**src/rtl/gsau_wb_queue.sv**
```systemverilog
// Pairs scoreboard tags with systolic-array output rows and offers them in order to writeback.
// Latency: a push is visible at the head one edge later. Backpressure: heads hold while wb_output_ready is low; full FIFOs drop pushes and set err_overflow.
// Optional GSAU_WB_STATS_EN adds a saturating writeback stall counter on stall_cycles.

module gsau_wb_fifo #(
    parameter int W     = 8,
    parameter int DEPTH = 4
) (
    input  logic                       clk,
    input  logic                       rst_n,
    input  logic                       clr,
    input  logic                       push,
    input  logic                       pop,
    input  logic [W-1:0]               din,
    output logic [W-1:0]               dout,
    output logic [$clog2(DEPTH):0]     count,
    output logic                       full,
    output logic                       drop
);
    localparam int AW = $clog2(DEPTH);

    logic [W-1:0]  mem [DEPTH];
    logic [AW-1:0] wptr;
    logic [AW-1:0] rptr;
    logic          wr_en;

    assign full  = (count == (AW+1)'(DEPTH));
    // A full FIFO still accepts a push when its head leaves in the same cycle.
    assign wr_en = push && (!full || pop);
    assign drop  = push && full && !pop;
    assign dout  = mem[rptr];

    always_ff @(posedge clk) begin
        if (wr_en) begin
            mem[wptr] <= din;
        end
    end

    always_ff @(posedge clk or negedge rst_n) begin
        if (!rst_n) begin
            wptr  <= '0;
            rptr  <= '0;
            count <= '0;
        end else if (clr) begin
            wptr  <= '0;
            rptr  <= '0;
            count <= '0;
        end else begin
            if (wr_en) begin
                wptr <= wptr + 1'b1;
            end
            if (pop) begin
                rptr <= rptr + 1'b1;
            end
            if (wr_en && !pop) begin
                count <= count + 1'b1;
            end else if (pop && !wr_en) begin
                count <= count - 1'b1;
            end
        end
    end
endmodule

module gsau_wb_queue #(
    parameter int DATA_W    = 512,
    parameter int TAG_W     = 8,
    parameter int TAG_DEPTH = 8,
    parameter int OUT_DEPTH = 4
) (
    input  logic                         CLK,
    input  logic                         nRST,
    input  logic                         flush,
    input  logic                         sb_nvalid,
    input  logic [TAG_W-1:0]             sb_nvdst,
    output logic                         sb_ready,
    input  logic                         sa_out_en,
    input  logic [DATA_W-1:0]            sa_array_output,
    output logic                         sa_fifo_has_space,
    input  logic                         wb_output_ready,
    output logic                         wb_valid,
    output logic [TAG_W-1:0]             wb_wbdst,
    output logic [DATA_W-1:0]            wb_data,
    output logic [$clog2(TAG_DEPTH):0]   tag_count,
    output logic [$clog2(OUT_DEPTH):0]   out_count,
    output logic                         err_overflow,
    output logic [31:0]                  stall_cycles
);
    logic pop;
    logic tag_full;
    logic out_full;
    logic tag_drop;
    logic out_drop;

    assign wb_valid          = (tag_count != '0) && (out_count != '0);
    assign pop               = wb_valid && wb_output_ready;
    assign sb_ready          = !tag_full;
    assign sa_fifo_has_space = !out_full;

    gsau_wb_fifo #(.W(TAG_W), .DEPTH(TAG_DEPTH)) u_tag_fifo (
        .clk   (CLK),
        .rst_n (nRST),
        .clr   (flush),
        .push  (sb_nvalid),
        .pop   (pop),
        .din   (sb_nvdst),
        .dout  (wb_wbdst),
        .count (tag_count),
        .full  (tag_full),
        .drop  (tag_drop)
    );

    gsau_wb_fifo #(.W(DATA_W), .DEPTH(OUT_DEPTH)) u_out_fifo (
        .clk   (CLK),
        .rst_n (nRST),
        .clr   (flush),
        .push  (sa_out_en),
        .pop   (pop),
        .din   (sa_array_output),
        .dout  (wb_data),
        .count (out_count),
        .full  (out_full),
        .drop  (out_drop)
    );

    // Sticky until reset; flush deliberately leaves it alone.
    always_ff @(posedge CLK or negedge nRST) begin
        if (!nRST) begin
            err_overflow <= 1'b0;
        end else if (tag_drop || out_drop) begin
            err_overflow <= 1'b1;
        end
    end

`ifdef GSAU_WB_STATS_EN
    logic [31:0] stall_q;

    always_ff @(posedge CLK or negedge nRST) begin
        if (!nRST) begin
            stall_q <= '0;
        end else if (flush) begin
            stall_q <= '0;
        end else if (wb_valid && !wb_output_ready && (stall_q != 32'hFFFF_FFFF)) begin
            stall_q <= stall_q + 32'd1;
        end
    end

    assign stall_cycles = stall_q;
`else
    assign stall_cycles = 32'd0;
`endif
endmodule

```
**config.mk**
```make
export PLATFORM = sky130hd
export DESIGN_NAME = gsau_wb_queue
export DESIGN_NICKNAME = d
export VERILOG_FILES = /design/src/rtl/gsau_wb_queue.sv
export SDC_FILE = /design/constraint.sdc
export NUM_CORES = 1
export LEC_CHECK = 0
export BUFFER_PORTS_ARGS = -buffer_cell sky130_fd_sc_hd__buf_2
export CAP_MARGIN = 20
export CORE_MARGIN = 4
export CORE_UTILIZATION = 40
export DETAILED_ROUTE_END_ITERATION = 16
export SKIP_CTS_REPAIR_TIMING = 1
export SLEW_MARGIN = 20
export SYNTH_ARGS = -nofsm -noshare
export SYNTH_HDL_FRONTEND = slang
export SYNTH_HIERARCHICAL = 1
export SYNTH_SLANG_ARGS = --single-unit
```
**constraint.sdc**
```tcl
create_clock -name CLK -period 15.75 [get_ports CLK]
set_clock_uncertainty 0.05 [all_clocks]
set_input_delay 3.15 -clock CLK [delete_from_list [all_inputs] [get_ports CLK]]
set_output_delay 3.15 -clock CLK [all_outputs]
set_load 0.01 [all_outputs]
```
Word-level counts from Yosys, hierarchy flattened

Memories as Yosys holds them, arrays and structs flattened.
Index checks and enable logic that the tools add are counted.

Memories: 2
Output and inout port bits: 563
Flip-flop bits (word level): 18
Bits of input ports: 526
Memory bits (writable): 2112
Word-level logic and storage cells: 64

Mux-type cells: 18
Reductions and logical operators: 27
Eq/ne operators: 2
Add/subtract/negate cells: 8

Memory list:

| memory         | depth | bits a word | read ports | clocked after memory_dff | write ports | line | RTL |
|---|---|---|---|---|---|---|---|
| u_out_fifo.mem | 4     | 512         | 1          | 0                        | 1           | 22   | `logic [W-1:0] mem [DEPTH];` |
| u_tag_fifo.mem | 8     | 8           | 1          | 0                        | 1           | 22   |  |

Operators by type and width:

| cell                | count |
|---|---|
| $mux 3              | 7 |
| $logic_and 1x1->1   | 12 |
| $mux 4              | 3 |
| $add 3x1->3 const B | 3 |
| $reduce_bool 3->1   | 3 |
| $mux 2              | 4 |
| $reduce_bool 2->1   | 3 |
| $logic_not 1->1     | 5 |
| $add 2x1->2 const B | 2 |
| $add 4x1->4 const B | 1 |
| $eq 4x4->1 const B  | 1 |
| $mux 1              | 4 |
| $reduce_bool 4->1   | 1 |
| $sub 4x1->4 const B | 1 |
| $eq 3x3->1 const B  | 1 |
| $logic_or 1x1->1    | 3 |
| $sub 3x1->3 const B | 1 |

Depth between registers and ports, before layout

Depth after elaboration: 10
Gate-level depth with buffers: 11

Hierarchy

The synthesis kept the hierarchy.

Modules (own cells, without submodules):

| module                     | times used | area an instance (um^2) | seq. area each (um^2) | cells each |
|---|---|---|---|---|
| gsau_wb_fifo at u_out_fifo | 1          | 74432.6                 | 61674.2               | 2728 |
| gsau_wb_fifo at u_tag_fifo | 1          | 3062.9                  | 2172.1                | 162 |
| gsau_wb_queue              | 1          | 311.5                   | 25.0                  | 41 |

Least setup slack after synthesis

No wires, ideal clock.

Kind: input -> register
Start point: input wb_output_ready
End point: memory u_out_fifo/mem[2][0] (netlist bit), enable pin
Path slack: -0.739 ns
Stages: 4
Setup time: 0.943 ns
Arrival: 15.496 ns
Required time: 14.757 ns
Path through: nor3b_1 -> clkbuf_1 -> o21a_4 -> and2_1

Cells in the longest elaborated chain, start to end: 5

Ends and longest elaborated chain:

| item                         | line | RTL |
|---|---|---|
| from (decl)                  | 79   | `input logic wb_output_ready,` |
| $logic_and 1x1->1            | 95   | `assign pop = wb_valid && wb_output_ready;` |
| $logic_or 1x1->1             | 29   | `assign wr_en = push && (!full \|\| pop);` |
| $logic_and 1x1->1            | 29   |  |
| $mux 1                       | 34   | `if (wr_en) begin` |
| $mux 1 (not written as such) | 35   | `mem[wptr] <= din;` |
| to (decl)                    | 22   |  |

No other way between the ends.

Worst setup path after layout

Start point: register u_out_fifo.rptr[0]
End point: output wb_data[398]

Cells in the longest elaborated chain, start to end: 1

Ends and longest elaborated chain:

| item                   | line | RTL |
|---|---|---|
| from (decl)            | 24   | `logic [AW-1:0] rptr;` |
| from (signal assigned) | 53   | `rptr <= rptr + 1'b1;` |
| $mem_v2 4x512          | --   |  |
| to (decl)              | 82   | `output logic [DATA_W-1:0] wb_data,` |

No other way between the ends.

==> summary.txt <==
Status
  • Outcome: finished, final reports clean

Global routing
  • Pin count of the biggest net entering global routing: 145
  • Met1 GRT Util: 22.4%
  • GRT overflow: 0
  • Vias in the first global route: 36700
  • First-pass GRT wire length: 271 mm
  • Initial antenna violation count: roughly 130
  • Total track usage: 18.5%
  • M3 GR Usage: between 6 and 7%
  • Layer with the highest usage: met2
  • M2 GR Usage: 31.0%

Timing
  • Setup WS post-layout: 7.69 ns
  • RSZ-0062 raised after global routing: no
  • Worst Tran Pin Value: 1.19 ns
  • Fin crit share: 51.1%
  • Min Clock Period, post-route: 8.06 ns
  • Max-slew violations: 0
  • Final Hold Vio Count: 0
  • Rel. slew slack: 20.4%
  • F_max: 124 MHz
  • Setup violators final: 0
  • Hold Worst Slack: 0.408 ns

Logic synthesis
  • Cell variety after synth: 48
  • Number of synthesized flops with an enable pin: 2112
  • Syn_area_per_cell: 26.5 um2
  • Area share of the largest cell type after synthesis: 81.5%
  • Cell taking the most area after synthesis: edfxtp_1
  • Synth Cell Area: 77800 um2
  • FFs w/ async S/R, synth: 0.845%
  • Post-synth top flop: edfxtp_1
  • Syn Inst Count: just under 3000
  • Yosys warns: 6
  • Synth Register Bits: 2130
  • Register area share after synthesis: between 80% and 90%
  • Largest cells by area after synthesis: edfxtp_1, mux4_2, buf_6

Cells and area
  • Utilization after layout: 48.0%
  • Area Overhead vs Synth: 19.2%
  • Share of cells above drive strength 1: roughly 46%
  • Final Net Count: 4661

Die
  • Core footprint: a little under 200000 um2
  • Initial core utilization: 40.3%
  • IO Count: 1089
  • Die Wd: 449 um
  • FP Rows: 161
  • Chip height: 449 um
  • Die Area: 202000 um2

Worst setup path
  • Crit path kind: register to output pin
  • Reg2reg path depth: 8
  • Element type at the critical path end: output pin
  • Flop-to-flop setup slack: around 11 ns
  • CP Max Fanout: 44
  • Worst reg2reg path endpoint: u_out_fifo/mem[1][152]$_DFFE_PP_
  • Critical path arrival: between 4 and 5 ns
  • R2r startpoint: u_tag_fifo/count[0]$_DFFE_PN0P_
  • CP Launch Type: register
  • CP required: 12.55 ns

Routing
  • DR pass1 iterations: 5
  • Antenna Violating Nets Remaining: 0
  • DR vias/cell: 5.22
  • # DRC: 0
  • DR WL/cell: 27.5 um
  • Detailed-route via count: 35900
  • Routed wire length: 189 mm
  • Detailed Route Iter0 Violations: between 2000 and 3000

Clocking
  • Maximum clock insertion buffer count: 3
  • Root Driver: clkbuf_16
  • Clock sinks: 2130
  • Clock Latency Late Sink: roughly 0.84 ns
  • Clock transition at path regs: 0.06 ns
  • CTS tree: built
  • CTS buffer count: between 200 and 250
  • Htree depth: 4

Worst hold path
  • Hold Path Depth: 1
  • HP Start: err_overflow$_DFFE_PN0P_
  • WHS Endpoint: err_overflow$_DFFE_PN0P_
  • Worst hold path type: register to register

Pwr
  • Pleak: 0.0306 uW
  • Power Density: 164 nW/um2
  • Pwr Total: 15200 uW
  • Worst IR Drop VDD: 0.126 mV

Place
  • Port bufs: roughly 1100
  • Post-Place Setup Slack: just over 8 ns
  • Detail Placement HPWL: about 120 mm
  • RePlAce Congestion: a little over 0.8

Run
  • Max Cap Viol: 0
==> sequential cells by signal, indices dropped and copies added, names as in the netlist <==
name and cells:
u_out_fifo/mem 2048, u_tag_fifo/mem 64, u_tag_fifo/count 4, u_out_fifo/count 3, u_tag_fifo/rptr 3, u_tag_fifo/wptr 3, u_out_fifo/rptr 2, u_out_fifo/wptr 2
err_overflow 1
==> per-stage QoR <==
stage	setup TNS, ns	area (um2)	instances
6_report	0	92700	6874
5_1_grt	0	92700	6851
4_1_cts	0	92600	6829
3_5_place_dp	0	85700	6435
3_3_place_gp	0	85700	6435
2_1_floorplan	-378.26	77900	2962
==> report_power, final <==
part / total [uW] / switching, uW / leakage [uW] / internal [uW]
logic: 3240 / 1860 / 0.00761 / 1380
clock network: 4950 / 2120 / 0.00336 / 2830
registers: 7010 / 144 / 0.0196 / 6860
total: 15200 / 4120 / 0.0306 / 11100
==> cells in the mapped netlist (all sizes together) (3+ instances only) <==
cell and number:
edfxtp 2112, mux4 528, buf 143, nor2 22, dfrtp 18, clkbuf 13, inv 12, mux2 10
ha 8, nand2 6, nor3 6, xnor2 5, xor2 5, and2 4, mux2i 4, nand2b 4
nor2b 3
==> layout by cell type (no fill, tap or decap), types with 3 or more instances in the layout <==
master      Yosys  routed
edfxtp_1     2112    2112
buf_2          51    1056
mux4_2        528     528
clkbuf_16       0     215
clkbuf_1       12      57
diode_2         0      45
buf_4          38      36
clkinv_2        0      35
clkinv_1        0      35
conb_1          1      32
nor2_1         21      21
bufinv_16       0      17
dfrtp_1        18      16
inv_1          12      12
buf_12          0      10
clkinv_4        1       8
ha_1            8       8
mux2_2          8       8
inv_6           0       7
nand2_1         6       6
inv_16          0       5
clkbuf_8        0       5
xnor2_1         5       5
xor2_1          5       5
nor3_1          6       4
clkinv_16       0       4
clkinvlp_4      0       4
and2_4          0       4
mux2i_1         4       4
nand2b_1        4       4
clkinv_8        0       3
nor2b_1         3       3
==> cell type report <==
| cell class | count | area [um2] |
|---|---|---|
| clock buffers | 277 | 5660 |
| diodes | 45 | 113 |
| well taps | 2526 | 3160 |
| flip-flops and latches | 2130 | 63900 |
| inverters | 13 | 53.8 |
| multi-input cells | 663 | 12800 |
| clock inverters | 117 | 1240 |
| fillers | 15700 | 100000 |
| repair buffers | 1103 | 5770 |
==> how the worst max path moves through the flow <==
| stage | startpoint | endpoint | slack (ns) | depth (start not counted) |
|---|---|---|---|---|
| floorplan | wb_output_ready | u_out_fifo/mem[1][0]$_DFFE_PP_ | -0.74 | 4 |
| global placement | u_out_fifo/rptr[0]$_DFFE_PN0P_ | wb_data[389] | 8.26 | 5 |
| detailed placement | u_out_fifo/rptr[0]$_DFFE_PN0P_ | wb_data[390] | 8.26 | 5 |
| CTS | u_out_fifo/rptr[0]$_DFFE_PN0P_ | wb_data[390] | 7.33 | 5 |
| global route | u_out_fifo/rptr[0]$_DFFE_PN0P_ | wb_data[396] | 7.13 | 5 |
| finish | u_out_fifo/rptr[0]$_DFFE_PN0P_ | wb_data[398] | 7.69 | 5 |
==> worst max-delay path, cell delays in order (launching register included) <==
cell and delay, ns:
dfrtp_4 0.76, buf_4 0.72, buf_4 0.80, buf_4 0.84, mux4_2 0.62, buf_2 0.16
==> cell families (layout without fill, tap and decap cells) <==
kind of cell               Yosys count  after routing  share of synthesized area, %
DFF                               2130           2130                          82.1
muxes                              542            542                          15.5
buffers and inverters              169           1510                          1.59
and+or+nand+nor                     52             52                         0.352
AOI/OAI and AO/OA                   17             17                         0.187
adders and majority gates           10             10                         0.180
xor gates and xnor gates            10             10                         0.113
other                                1             77                       0.00482
==> layer usage <==
metal | part of all wire [%] | wire [um]
met1 | 37 | 70800
met2 | 51 | 97000
met3 | 7.8 | 14800
met4 | 3.2 | 5980
met5 | 0.21 | 406
Note: power is estimated with default switching activity, not from simulation.
